### src/rtl/ram_bank_arbiter.sv
// ram_bank_arbiter: round-robin sharing of one single-port RAM bank between two requesters
module ram_bank_arbiter #(
    parameter int ADDR_BIT = 3,
    parameter int DATA_BIT = 16
) (
    input  logic                clk,
    input  logic                rst,
    input  logic                req_a,
    input  logic                req_b,
    input  logic                we_a,
    input  logic                we_b,
    input  logic [ADDR_BIT-1:0] addr_a,
    input  logic [ADDR_BIT-1:0] addr_b,
    input  logic [DATA_BIT-1:0] wdata_a,
    input  logic [DATA_BIT-1:0] wdata_b,
    output logic                gnt_a,
    output logic                gnt_b,
    output logic                rvalid_a,
    output logic                rvalid_b,
    output logic [DATA_BIT-1:0] rdata,
    output logic                ram_en,
    output logic                ram_we,
    output logic                ram_re,
    output logic [ADDR_BIT-1:0] ram_addr_w,
    output logic [ADDR_BIT-1:0] ram_addr_r,
    output logic [DATA_BIT-1:0] ram_d_w,
    input  logic [DATA_BIT-1:0] ram_d_r
);
    logic last_gnt;
    logic rv_a, rv_b;
    logic any_gnt, sel_we;
    logic [ADDR_BIT-1:0] sel_addr;
    always_comb begin
        gnt_a      = !rst && req_a && (!req_b || last_gnt);
        gnt_b      = !rst && req_b && (!req_a || !last_gnt);
        any_gnt    = gnt_a || gnt_b;
        sel_we     = gnt_b ? we_b : we_a;
        sel_addr   = !any_gnt ? '0 : gnt_b ? addr_b : addr_a;
        ram_en     = any_gnt;
        ram_we     = any_gnt && sel_we;
        ram_re     = any_gnt && !sel_we;
        ram_addr_w = sel_addr;
        ram_addr_r = sel_addr;
        ram_d_w    = !any_gnt ? '0 : gnt_b ? wdata_b : wdata_a;
        // a read granted just before reset is dropped while reset is held
        rvalid_a   = rv_a && !rst;
        rvalid_b   = rv_b && !rst;
        rdata      = ram_d_r;
    end
    // last_gnt: 1 means B was granted most recently, so A wins the next contention
    always_ff @(posedge clk) begin
        if (rst) begin
            last_gnt <= 1'b1;
            rv_a     <= 1'b0;
            rv_b     <= 1'b0;
        end else begin
            if (any_gnt) last_gnt <= gnt_b;
            rv_a <= gnt_a && !we_a;
            rv_b <= gnt_b && !we_b;
        end
    end
endmodule

### config.mk
export PLATFORM = sky130hd
export DESIGN_NAME = ram_bank_arbiter
export DESIGN_NICKNAME = d
export VERILOG_FILES = /design/src/rtl/ram_bank_arbiter.sv
export SDC_FILE = /design/constraint.sdc
export NUM_CORES = 1
export LEC_CHECK = 0
export BUFFER_PORTS_ARGS = -buffer_cell sky130_fd_sc_hd__clkbuf_2
export CAP_MARGIN = 0
export CORE_AREA = 3 3 50 52
export CTS_BUF_LIST = sky130_fd_sc_hd__clkbuf_8
export DETAILED_ROUTE_END_ITERATION = 10
export DIE_AREA = 0 0 53 55
export MAX_ROUTING_LAYER = met4
export PLACE_DENSITY = 0.92
export SYNTH_ARGS = -nofsm -noshare
export SYNTH_HDL_FRONTEND = slang
export SYNTH_SLANG_ARGS = --single-unit
### constraint.sdc
create_clock -name clk -period 1.9 [get_ports clk]
set_clock_uncertainty 0.05 [all_clocks]
set_input_delay 0 -clock clk [delete_from_list [all_inputs] [get_ports clk]]
set_output_delay 0 -clock clk [all_outputs]
set_load 0.02 [all_outputs]
; ---- Word-level counts from Yosys, hierarchy flattened
; Cells that the tools add are included.
[word_totals]
ff_bits = 3
input_bits = 60
out_inout_bits = 45
word_cells = 28
[op_classes]
n_mux = 5
reduce_logical = 20
[op_table]
columns = op, n
row1 = $mux W16, 2
row2 = $logic_and A1 B1 Y1, 10
row3 = $logic_not A1 Y1, 7
row4 = $mux W3, 2
row5 = $logic_or A1 B1 Y1, 3
row6 = $mux W1, 1

; ---- Logic depth before layout (Yosys ltp)
; Gate-level depths: netlist of the first run.
[logic_depth]
word_depth = 6
ltp_mapped = 6
mapped_depth_nobuf = 3

; ---- Least setup slack after synthesis of the first run
; OpenSTA, ideal clock, no wires.
[synth_path]
path_type = reg2out
startpoint = register last_gnt
endpoint = output port ram_addr_w[2]
t_arrival_ps = 1317
required_time_ps = 1850
slack_ps = 533
stages_incl_launch_ff = 6
path_buffers = 2
cell_sequence = dfxtp_1 nand2b_4 buf_4 a32oi_1 nor2_1 buf_4
[synth_between]
elab_chain_len = 5
elab_cells_between_ends = 8
classes_between = mux (2) / reduce/logical (6)
[synth_rtl]
columns = element, line_no
row1 = start: declaration, 29  ; logic last_gnt;
row2 = start signal: assignment, 57  ; if (any_gnt) last_gnt <= gnt_b;
row3 = $logic_not A1 Y1, 35  ; gnt_b = !rst && req_b && (!req_a || !last_gnt);
row4 = $logic_or A1 B1 Y1, 35
row5 = $logic_and A1 B1 Y1, 35
row6 = $mux W3 or $logic_or A1 B1 Y1 (tied branches), "38, 36"
row7 = $mux W3 *, 38  ; sel_addr = !any_gnt ? '0 : gnt_b ? addr_b : addr_a;
row8 = end: declaration, 24  ; output logic [ADDR_BIT-1:0] ram_addr_w,
; Mark *: on every way between the ends. The rest lies on a longest branch, timed or not.

; ---- Worst setup path after layout of the first run
[layout_path]
startpoint = register last_gnt
endpoint = output port ram_re
[layout_between]
elab_chain_len = 6
elab_cells_between_ends = 9
classes_between = mux (1) / reduce/logical (8)
[layout_rtl]
columns = element, line_no
row1 = $logic_not A1 Y1, 35
row2 = $logic_or A1 B1 Y1, 35
row3 = $logic_and A1 B1 Y1, 35
row4 = $mux W1, 37  ; sel_we = gnt_b ? we_b : we_a;
row5 = $logic_not A1 Y1, 41  ; ram_re = any_gnt && !sel_we;
row6 = $logic_and A1 B1 Y1 *, 41
row7 = end: declaration, 23  ; output logic ram_re,
; Marked as above.

==> results of run 1 <==
-- power by group through the flow --
| stage | clock (W) | sequential, W | combinational, W |
|---|---|---|---|
| after CTS | 0.000194 | 0.0000695 | 0.000271 |
| after detailed placement | 0 | 0.0000704 | 0.000217 |
| after global routing | 0.000202 | 0.0000700 | 0.000296 |
| after global placement | 0 | 0.0000700 | 0.000215 |
| after floorplan | 0 | 0.0000699 | 0.000195 |
| final | 0.000187 | 0.0000696 | 0.000272 |
-- final cells by class --
class	count	area [um^2]	share of cell area (%)
flip-flops and latches	3	60.1	5.80
clock buffers	3	41.3	3.99
repair buffers	90	538	51.9
multi-input cells	57	350	33.8
inverters	2	7.51	0.725
clock inverters	1	3.75	0.362
well taps	28	35.0	3.38
-- layer usage --
metal  track usage, %  up-vias
met5                -        -
met4             6.38        0
met3             2.95        2
met2             27.5       71
met1             17.5      406
li1                 -      438
-- registers in the layout (all words and copies together) (netlist names) --
register	flops
last_gnt	1
rv_b	1
rv_a	1
-- critical path: stages, from the launching register on --
cell and delay, ps:
dfxtp_1 350, a21boi_4 490, nand2_1 160, o31ai_1 110
clkbuf_2 220
-- cell families (layout without fill, tap and decap cells) --
group	Yosys count	after routing	synth area share, %
flip-flops	3	3	9.30
buffers and inverters	31	96	36.4
AND/OR/NAND/NOR	34	34	22.3
AO/OA/AOI/OAI	23	23	32.0
-- per-stage QoR --
step                util (%)  cell area [um^2]  std cells  total power, W  hold slack (ps)
finish                  48.2              1040        184        0.000529             26.2
global route            48.2              1040        184        0.000568             44.7
CTS                     48.2              1040        184        0.000535             18.0
detailed placement      38.2               821        163        0.000287            -49.9
global placement        38.2               821        163        0.000285            -49.9
floorplan                  -               646         91        0.000265             26.8
-- cell usage after synthesis, drive strengths merged --
cell type	number
buf	28
nor2	25
nor3	1
a32oi	20
o31ai	1
a21boi	1
dfxtp	3
nand2	5
nor2b	2
clkbuf	1
inv	2
nand2b	1
a21oi	1
-- worst max path at each step --
stage / endpoint / from / cells after the start
CTS: ram_re / last_gnt$_SDFFE_PP1P_ / 4
detailed placement: ram_re / last_gnt$_SDFFE_PP1P_ / 4
floorplan: ram_addr_w[2] / last_gnt$_SDFFE_PP1P_ / 5
global placement: ram_addr_r[2] / last_gnt$_SDFFE_PP1P_ / 4
global route: ram_re / last_gnt$_SDFFE_PP1P_ / 4
finish: ram_re / last_gnt$_SDFFE_PP1P_ / 4
==> reports/qor.yml, run 1 <==
run_status:
  outcome: "finished clean"
placed_design:
  portBuffers: 72
  place_congestion: 0.673
  dp_hpwl_mm: 1.64
  pre_cts_ws_ps: 524
route:
  drc: 0
  drt-initial-drc-count: 8
  top_layer: "met4"
  wl_met2_mm: 1.25
  wl_met3_um: 268
  routed-via-count: 917
  antenna_left: 0
  routed_wl_mm: 2.51
  via_per_inst: 4.98
  m1WireLength_um: 968
  dr.pass1.iters: 4
  post_drt_wl_per_cell_um: 13.6
yosys:
  yosysTopAreaCellShare_pct: 27.1
  netlist_area_um2: 646
  synth_top_cells_by_area: "a32oi_1 27%, buf_4 24%, nor2_1 15%"
  ys_warn_count: 0
  ys_seq_area_share_pct: 9.30
  syn_avg_cell_area_um2: 7.09
  syn_inst: 91
  syn_nets: 151
  yosysTopAreaCell: "a32oi_1"
  synth_cell_types: 15
  synth_seq_cells: 3
grt:
  antenna_found_initial: 0
  track_usage_pct: 15.6
  grt.overflow.total: 0
  grt_pass1_wl_mm: 3.35
  grt_max_degree: 30
  grt_pass1_vias: 836
die:
  fp.dieH_um: 55
  dieArea_um2: 2920
  num_rows: 17
  die_w_um: 53
  start_util_pct: 30.1
  io_pins: 105
  core_area_um2: 2150
clocking:
  clock_path_buffers: 2
  htreeDepth: 1
  cts-resized-gates: 0
  post-cts-setup-buffers: 0
  cts_buffers: 3
  cts.sinks: 3
  root_buffer: "clkbuf_8"
  clk_pin_slew_worst_paths_ps: 30
  cts_hold_buf: 17
  cts_tree: "done"
  clk_latency_ps: 220
worst_hold_path:
  worstHoldEndpoint: "rv_b$_SDFF_PP0_"
  hold_class: "primary input to flip-flop"
  min-delay-start: "we_b"
  holdPathStages: 4
pwr:
  power_density_nw_per_um2: 510
  comb_power_share_pct: 51.5
  p_switching_w: 0.000213
  max-vdd-ir-drop_v: 0.000392
  clkPwrFrac_pct: 35.4
  internal_power_w: 0.000316
  power_frac_seq_pct: 13.2
  sw_frac_of_total_pct: 40.3
  p_leak_nw: 0.566
final_layout:
  layout-drive-gt1-share_pct: 50.0
  syn2layout_area_growth_pct: 60.5
  final_common_cell: "clkbuf_2"
  antenna_cells: 0
  mostFrequentLayoutCells: "72 x clkbuf_2, 25 x nor2_1, 20 x a32oi_1"
  fill_cells: 223
  fin_nets: 217
sta:
  clock.fmax_mhz: 622
  finalSetupTns_ps: 0
  maxSlewViolCount: 0
  relSlewSlack_pct: 62.4
  worstMarginPinSlew_ps: 563
  grt_setup_unrepaired: "no"
  setup_ws_ps: 293
  fin_crit_ps: 1610
  setup_viol: 0
  finalCritPeriodShare_pct: 84.6
  hold_viol_final: 0
worst_setup_path:
  worstReg2RegEnd: "rv_b$_SDFF_PP0_"
  r2r_setup_slack_ps: 710
  required_ps: 1850
  r2r-start: "last_gnt$_SDFFE_PP1P_"
  crit_arrival_ps: 1560
  cp-end-kind: "primary output"
  path_class: "flip-flop to primary output"
  worst-path-max-fanout: 21
  worstRegToRegCells: 3
  cp-start-kind: "flip-flop"
flow_run:
  maxCapViolCount: 0
(Power assumes the default switching activity.)
==> run 2: changes to the inputs <==
Settings changed: ABC_AREA from default to 1, CORE_AREA 3 3 50 52 to 3 3 57 59, DIE_AREA 0 0 53 55 to 0 0 60 62, PLACE_DENSITY 0.92 to 0.82.
Clock period 1.9 ns to 1.3 ns, I/O delays scaled along.
==> run 2 against run 1 <==
Compared with the run above:
- worst hold slack better by 31 ps
- critical endpoint is now ram_d_w[12]
- critical path depth up 4
- die area is 28% higher
- the flow now finishes with violations (negative setup slack)
- synthesized cell count up 69%
- first-iteration DRC count increased to 3.3 times the previous value
- largest power group unchanged
- area after synthesis is 22% higher
==> reports/qor.yml, run 2 <==
die:
  fp.dieH_um: 62  # +13%
  num_rows: 19  # +2
  dieArea_um2: 3720  # +28%
  start_util_pct: 28.4  # -1.6 points
  io_pins: 105  # unchanged
  die_w_um: 60  # +13%
  core_area_um2: 2760  # +28%
worst_setup_path:
  path_class: "flip-flop to primary output"
  r2r-start: "last_gnt$_SDFFE_PP1P_"
  cp-start-kind: "flip-flop"
  cpMaxStageDelayCell: "dfxtp_2"
  cp-end-kind: "primary output"
  startpoint: "last_gnt$_SDFFE_PP1P_"
  crit_chain: "inv_2 -> nand2_4 -> nand3_4 -> nand2_4 -> buf_4 -> nand2_1 -> inv_1 -> clkbuf_4"
  worst_path_largest_cell_delay_ps: 350  # -140 ps
  worstSetupEndpoint: "ram_d_w[12]"
  r2r_setup_slack_ps: 50  # -660 ps
  worstReg2RegEnd: "last_gnt$_SDFFE_PP1P_"
  crit_arrival_ps: 1310  # -250 ps
  worst-path-max-fanout: 4  # -81%
  crit_top_cell: "nand2_4"
  required_ps: 1250  # -600 ps
  worstRegToRegCells: 8  # +5
yosys:
  ys_warn_count: 0  # unchanged
  async_flop_share_pct: 0  # unchanged
  ys.flop_type: "dfxtp_1"
  yosysTopAreaCell: "nand2_1"
  ys_seq_area_share_pct: 7.66  # -1.6 points
  synth_commonest_cells: "64 x nand2_1, 26 x inv_1, 23 x buf_4"
  synth_seq_cells: 3  # unchanged
  netlist_area_um2: 785  # +22%
  synth_cell_types: 11  # -4
  syn_inst: 154  # +69%
  yosysTopAreaCellShare_pct: 30.6  # +3.5 points
  synth_top_cells_by_area: "nand2_1 31%, buf_4 22%, nand4_1 17%"
  syn_nets: 214  # +42%
  yosysMostFrequentCell: "nand2_1"
  syn_avg_cell_area_um2: 5.09  # -28%
  synth_edf_count: 0  # unchanged
grt:
  grt_max_degree: 13  # -57%
  grt.overflow.total: 0  # unchanged
  grt_pass1_wl_mm: 4.93  # +47%
  track_usage_pct: 18.0  # +2.3 points
  grt_pass1_vias: 1236  # +48%
  antenna_found_initial: 0  # unchanged
placed_design:
  portBuffers: 72  # unchanged
  pre_cts_ws_ps: 102  # -422 ps
  place_congestion: 0.771  # +15%
  dp_hpwl_mm: 2.05  # +25%
route:
  wl_met3_um: 304  # +13%
  drc: 0  # unchanged
  antenna_left: 0  # unchanged
  post_drt_wl_per_cell_um: 12.8  # -6.1%
  drt-initial-drc-count: 26  # +18
  top_layer: "met4"
  routed-via-count: 1254  # +37%
  routed_wl_mm: 3.44  # +37%
  via_per_inst: 4.66  # -6.5%
  m1WireLength_mm: 1.09  # +13%
  wl_met2_mm: 1.98  # +58%
  dr.pass1.iters: 2  # -2
final_layout:
  mostFrequentLayoutCells: "47 x clkbuf_2, 42 x nand2_1, 21 x nand4_1"
  antenna_cells: 0  # unchanged
  fin_nets: 299  # +38%
  fill_cells: 235  # +5.4%
  largestRegisters: "last_gnt x1, rv_a x1, rv_b x1"
  layout-drive-gt1-share_pct: 58.8  # +8.8 points
  final_common_cell: "clkbuf_2"
  syn2layout_area_growth_pct: 112
sta:
  clock.fmax_mhz: 737
  setup_viol: 10  # +10
  hold_viol_final: 0  # unchanged
  setup_ws_ps: -56.4  # -349 ps
  maxSlewViolCount: 0  # unchanged
  worstMarginPinSlew_ps: 230  # -333 ps
  finalCritPeriodShare_pct: 104
  fin_crit_ps: 1360
  grt_setup_unrepaired: "yes"
  relSlewSlack_pct: 84.6  # +22 points
run_status:
  violations: "negative setup slack"
  outcome: "finished with violations"
pwr:
  max-vdd-ir-drop_v: 0.000413  # +5.4%
  p_leak_nw: 1.03  # +81%
  power_density_nw_per_um2: 630  # +23%
  total_power_w: 0.00105  # +98%
worst_hold_path:
  hold_class: "primary input to flip-flop"
  min-delay-start: "we_b"
clocking:
  root_buffer: "clkbuf_8"
  cts.sinks: 3  # unchanged
  cts_tree: "done"
  htreeDepth: 1  # unchanged
  cts_buffers: 3  # unchanged
  clk_pin_slew_worst_paths_ps: 30  # about the same
  clk_latency_ps: 220  # about the same
  clock_path_buffers: 2  # unchanged
flow_run:
  maxCapViolCount: 0  # unchanged
[run 2: cell count changes after synthesis, sizes merged, moves of 2 or more]
cell	previous run	this run
nand2	5	64
nand3	0	2
nor2b	2	0
nand4	0	21
a32oi	20	0
inv	2	29
nor2	25	5
[run 2: area by class of cell]
cell class	count	area, um^2	share of cell area [%]
Inverter	29	111	6.70
Timing Repair Buffer	109	883	53.1
Multi-Input combinational cell	93	523	31.5
Tap cell	31	38.8	2.33
Clock buffer	3	41.3	2.48
Clock inverter	1	3.75	0.226
Sequential cell	3	61.3	3.69
[run 2: how the worst min path moves through the flow]
stage | depth (start not counted) | to | slack, ps
2_1_floorplan | 1 | rv_a$_SDFF_PP0_ | 20
3_3_place_gp | 0 | rdata[10] | -50
6_report | 4 | rv_b$_SDFF_PP0_ | 60
4_1_cts | 4 | rv_b$_SDFF_PP0_ | 60
5_1_grt | 4 | rv_b$_SDFF_PP0_ | 110
3_5_place_dp | 0 | rdata[10] | -50
[run 2: kinds of logic (layout without fill, tap and decap cells)]
family                 after synthesis  after routing  share of synthesized area [%]
flip-flops                           3              3                           7.66
AO/OA/AOI/OAI                        1              1                          0.957
AND/OR/NAND/NOR                     92             92                           51.7
buffers and inverters               58            142                           39.7
[run 2: report_power, final]
part	total, W	switching (W)	internal, W
clock network	0.000268	0.0000664	0.000201
logic	0.000678	0.000361	0.000317
registers	0.000102	0.00000387	0.0000983
[run 2: timing repair]
| item | CTS | global route |
|---|---|---|
| gates cloned | 2 | 0 |
| hold buffers | 18 | 0 |
| setup endpoints to repair | 24 | 26 |
| resized for setup | 54 | 74 |
| endpoints found under the hold margin | 18 | 0 |
| pin swaps | 2 | 8 |
| buffers inserted | 7 | 1 |
[run 2: worst max-delay path: cells and delay by family (launching register included)]
kind          cells  cell delay [ps]
buf+inv           4              420
flops             1              350
simple gates      4              320
[run 2: metal layers]
| layer | GRT usage, % | vias to the layer above |
|---|---|---|
| li1 | - | 623 |
| met1 | 14.7 | 550 |
| met2 | 38.0 | 74 |
| met3 | 3.93 | 7 |
| met4 | 6.96 | 0 |
| met5 | - | - |
[run 2: stage by stage]
stage / instance area [um^2] / setup TNS, ps / std cells / hold slack, ps / util, %
6_report: 1660 / -344 / 269 / 57.1 / 60.3
5_1_grt: 1660 / -1470 / 269 / 107 / 60.3
4_1_cts: 1510 / -273 / 269 / 55.4 / 54.6
3_5_place_dp: 1060 / 0 / 238 / -49.9 / 38.3
3_3_place_gp: 1060 / 0 / 238 / -49.9 / 38.3
2_1_floorplan: 785 / 0 / 154 / 22.4 / -
==> run 3: changes to the inputs <==
==> constraint.sdc (replaced) <==
create_clock -name clk -period 1.2 [get_ports clk]
set_clock_uncertainty 0.05 [all_clocks]
set_input_delay 0.18 -clock clk [delete_from_list [all_inputs] [get_ports clk]]
set_output_delay 0.18 -clock clk [all_outputs]
set_load 0.02 [all_outputs]
==> run 3 against run 2 <==
Compared with the run above:
- the run still ends with negative setup slack left
- combinational power fell by 3%
- worst hold slack better by 56 ps
- count of clock-buffer cells in the layout unchanged
- via count is 7.9% lower
- register-to-register slack better by 30 ps
- critical path depth stayed put
- first-iteration DRC count rose to 3.6 times the previous value
- total power rose by 2.4%
- clock power is 13% higher
==> reports/qor.yml, run 3 (synthesis gave the netlist of run 2 again) <==
grt:
  track_usage_pct: 15.3  # -2.7 points
  antenna_found_initial: 0  # unchanged
  grt_pass1_vias: 1078  # -13%
  grt_max_degree: 22  # +9
  grt_pass1_wl_mm: 4.24  # -14%
  grt.overflow.total: 0  # unchanged
die:
  fp.dieH_um: 62  # unchanged
  dieArea_um2: 3720  # unchanged
  num_rows: 19  # unchanged
  core_area_um2: 2760  # unchanged
  io_pins: 105  # unchanged
  die_w_um: 60  # unchanged
  start_util_pct: 28.4  # unchanged
route:
  drc: 0  # unchanged
  routed-via-count: 1155  # -7.9%
  drt-initial-drc-count: 93  # +260%
  post_drt_wl_per_cell_um: 12.1  # -5.0%
  via_per_inst: 4.60  # -1.3%
  dr.pass1.iters: 4  # +2
  antenna_left: 0  # unchanged
  routed_wl_mm: 3.05  # -11%
clocking:
  htreeDepth: 1  # unchanged
  clock_path_buffers: 2  # unchanged
  cts_hold_buf: 0  # -18
  root_buffer: "clkbuf_8"
  cts_tree: "done"
  clk_latency_ps: 230  # about the same
  cts_buffers: 3  # unchanged
  clk_pin_slew_worst_paths_ps: 40  # about the same
  cts.sinks: 3  # unchanged
worst_setup_path:
  cpMaxStageDelayCell: "dfxtp_2"
  crit_top_cell: "inv_2"
  cp-end-kind: "primary output"
  required_ps: 970  # -280 ps
  path_class: "flip-flop to primary output"
  crit_arrival_ps: 1330  # +20 ps
  worst_path_largest_cell_delay_ps: 350  # about the same
  r2r-start: "last_gnt$_SDFFE_PP1P_"
  crit_chain: "inv_2 -> nand2_2 -> nand3_4 -> nand2_4 -> buf_6 -> nand2_1 -> inv_2 -> clkbuf_8"
  worstReg2RegEnd: "rv_b$_SDFF_PP0_"
  r2r_setup_slack_ps: 80  # +30 ps
  worstRegToRegCells: 6  # -2
  cp-start-kind: "flip-flop"
  worst-path-max-fanout: 7  # +3
pwr:
  total_power_w: 0.00107  # +2.4%
  p_leak_nw: 0.984  # -4.1%
  power_density_nw_per_um2: 692  # +9.9%
  max-vdd-ir-drop_v: 0.000596  # +44%
worst_hold_path:
  worstHoldEndpoint: "rv_a$_SDFF_PP0_"
  hold_class: "primary input to flip-flop"
  min-delay-start: "we_a"
  holdPathStages: 2  # -2
placed_design:
  place_inst: 241  # +1.3%
  portBuffers: 72  # unchanged
  dp_hpwl_mm: 1.97  # -3.8%
  pre_cts_ws_ps: -131  # -233 ps
  place_congestion: 0.708  # -8.2%
sta:
  hold_viol_final: 0  # unchanged
  setup_viol: 27  # +17
  grt_setup_unrepaired: "yes"
  relSlewSlack_pct: 88.1  # +3.5 points
  clock.fmax_mhz: 640
  finalCritPeriodShare_pct: 130
  worstMarginPinSlew_ps: 178  # -52.4 ps
  maxSlewViolCount: 0  # unchanged
  fin_crit_ps: 1560
  setup_ws_ps: -364  # -307 ps
  finalSetupTns_ps: -8820  # -8470 ps
final_layout:
  layout-drive-gt1-share_pct: 60.0  # +1.2 points
  syn2layout_area_growth_pct: 97.4
  largestRegisters: "last_gnt x1, rv_a x1, rv_b x1"
  mostFrequentLayoutCells: "47 x nand2_1, 47 x clkbuf_2, 22 x clkbuf_8"
  fin_cells: 251  # -6.7%
  final_core_util_pct: 56.2  # -4.1 points
  antenna_cells: 0  # unchanged
  fin_nets: 281  # -6.0%
run_status:
  violations: "negative setup slack"
  outcome: "finished with violations"
flow_run:
  maxCapViolCount: 0  # unchanged
## run 3: cell count changes in the layout (fill, tap and decap cells not counted), sizes merged
cell,delta
buf,-17
clkbuf,+17
dlygate4sd3,-18
## run 3: through the flow
stage               hold slack (ps)  cell area, um^2
detailed placement              310             1190
global route                    122             1550
finish                          113             1550
global placement                310             1190
floorplan                       202              877
CTS                             109             1470
## run 3: final cells by class
type | count | area, um^2
sequential | 3 | 61.3
clock inverter | 1 | 3.75
multi-input combinational | 93 | 515
inverter | 29 | 119
timing repair buffer | 91 | 769
tap | 31 | 38.8
clock buffer | 3 | 41.3
fill | 251 | 1210
## run 3: critical path: cells and delay by family, from the launching register on
| family | cells | cell delay, ps |
|---|---|---|
| buffers and inverters | 4 | 390 |
| AND/OR/NAND/NOR | 4 | 370 |
| flip-flops | 1 | 350 |
## run 3: timing repair
item / CTS / global route
setup endpoints to repair: 27 / 27
resized for setup: 50 / 20
setup buffers: 3 / 3
gates cloned: 0 / 1
hold endpoints to repair: 0 / 0
pin swaps: 2 / 1
## run 3: how the worst max path moves through the flow
| stage | to | start | slack (ps) | cells after the start |
|---|---|---|---|---|
| finish | ram_d_w[10] | last_gnt$_SDFFE_PP1P_ | -360 | 8 |
| detailed placement | ram_d_w[7] | last_gnt$_SDFFE_PP1P_ | -130 | 7 |
| global route | ram_addr_w[2] | last_gnt$_SDFFE_PP1P_ | -430 | 8 |
| global placement | ram_addr_w[0] | last_gnt$_SDFFE_PP1P_ | -100 | 8 |
| CTS | ram_addr_w[0] | last_gnt$_SDFFE_PP1P_ | -350 | 8 |
| floorplan | ram_addr_w[0] | last_gnt$_SDFFE_PP1P_ | -30 | 8 |
## run 3: per-layer routing
layer	wire length [um]	vias up	GRT usage, %
met4	93	0	8.54
li1	-	583	-
met5	0	-	-
met1	1090	508	13.4
met2	1670	53	31.5
met3	196	11	1.24
## run 3: where the power goes
group          leakage, nW  internal [W]  switching (W)
Combinational        0.933      0.000324       0.000336
Clock               0.0269      0.000219      0.0000832
Sequential          0.0245      0.000106     0.00000388
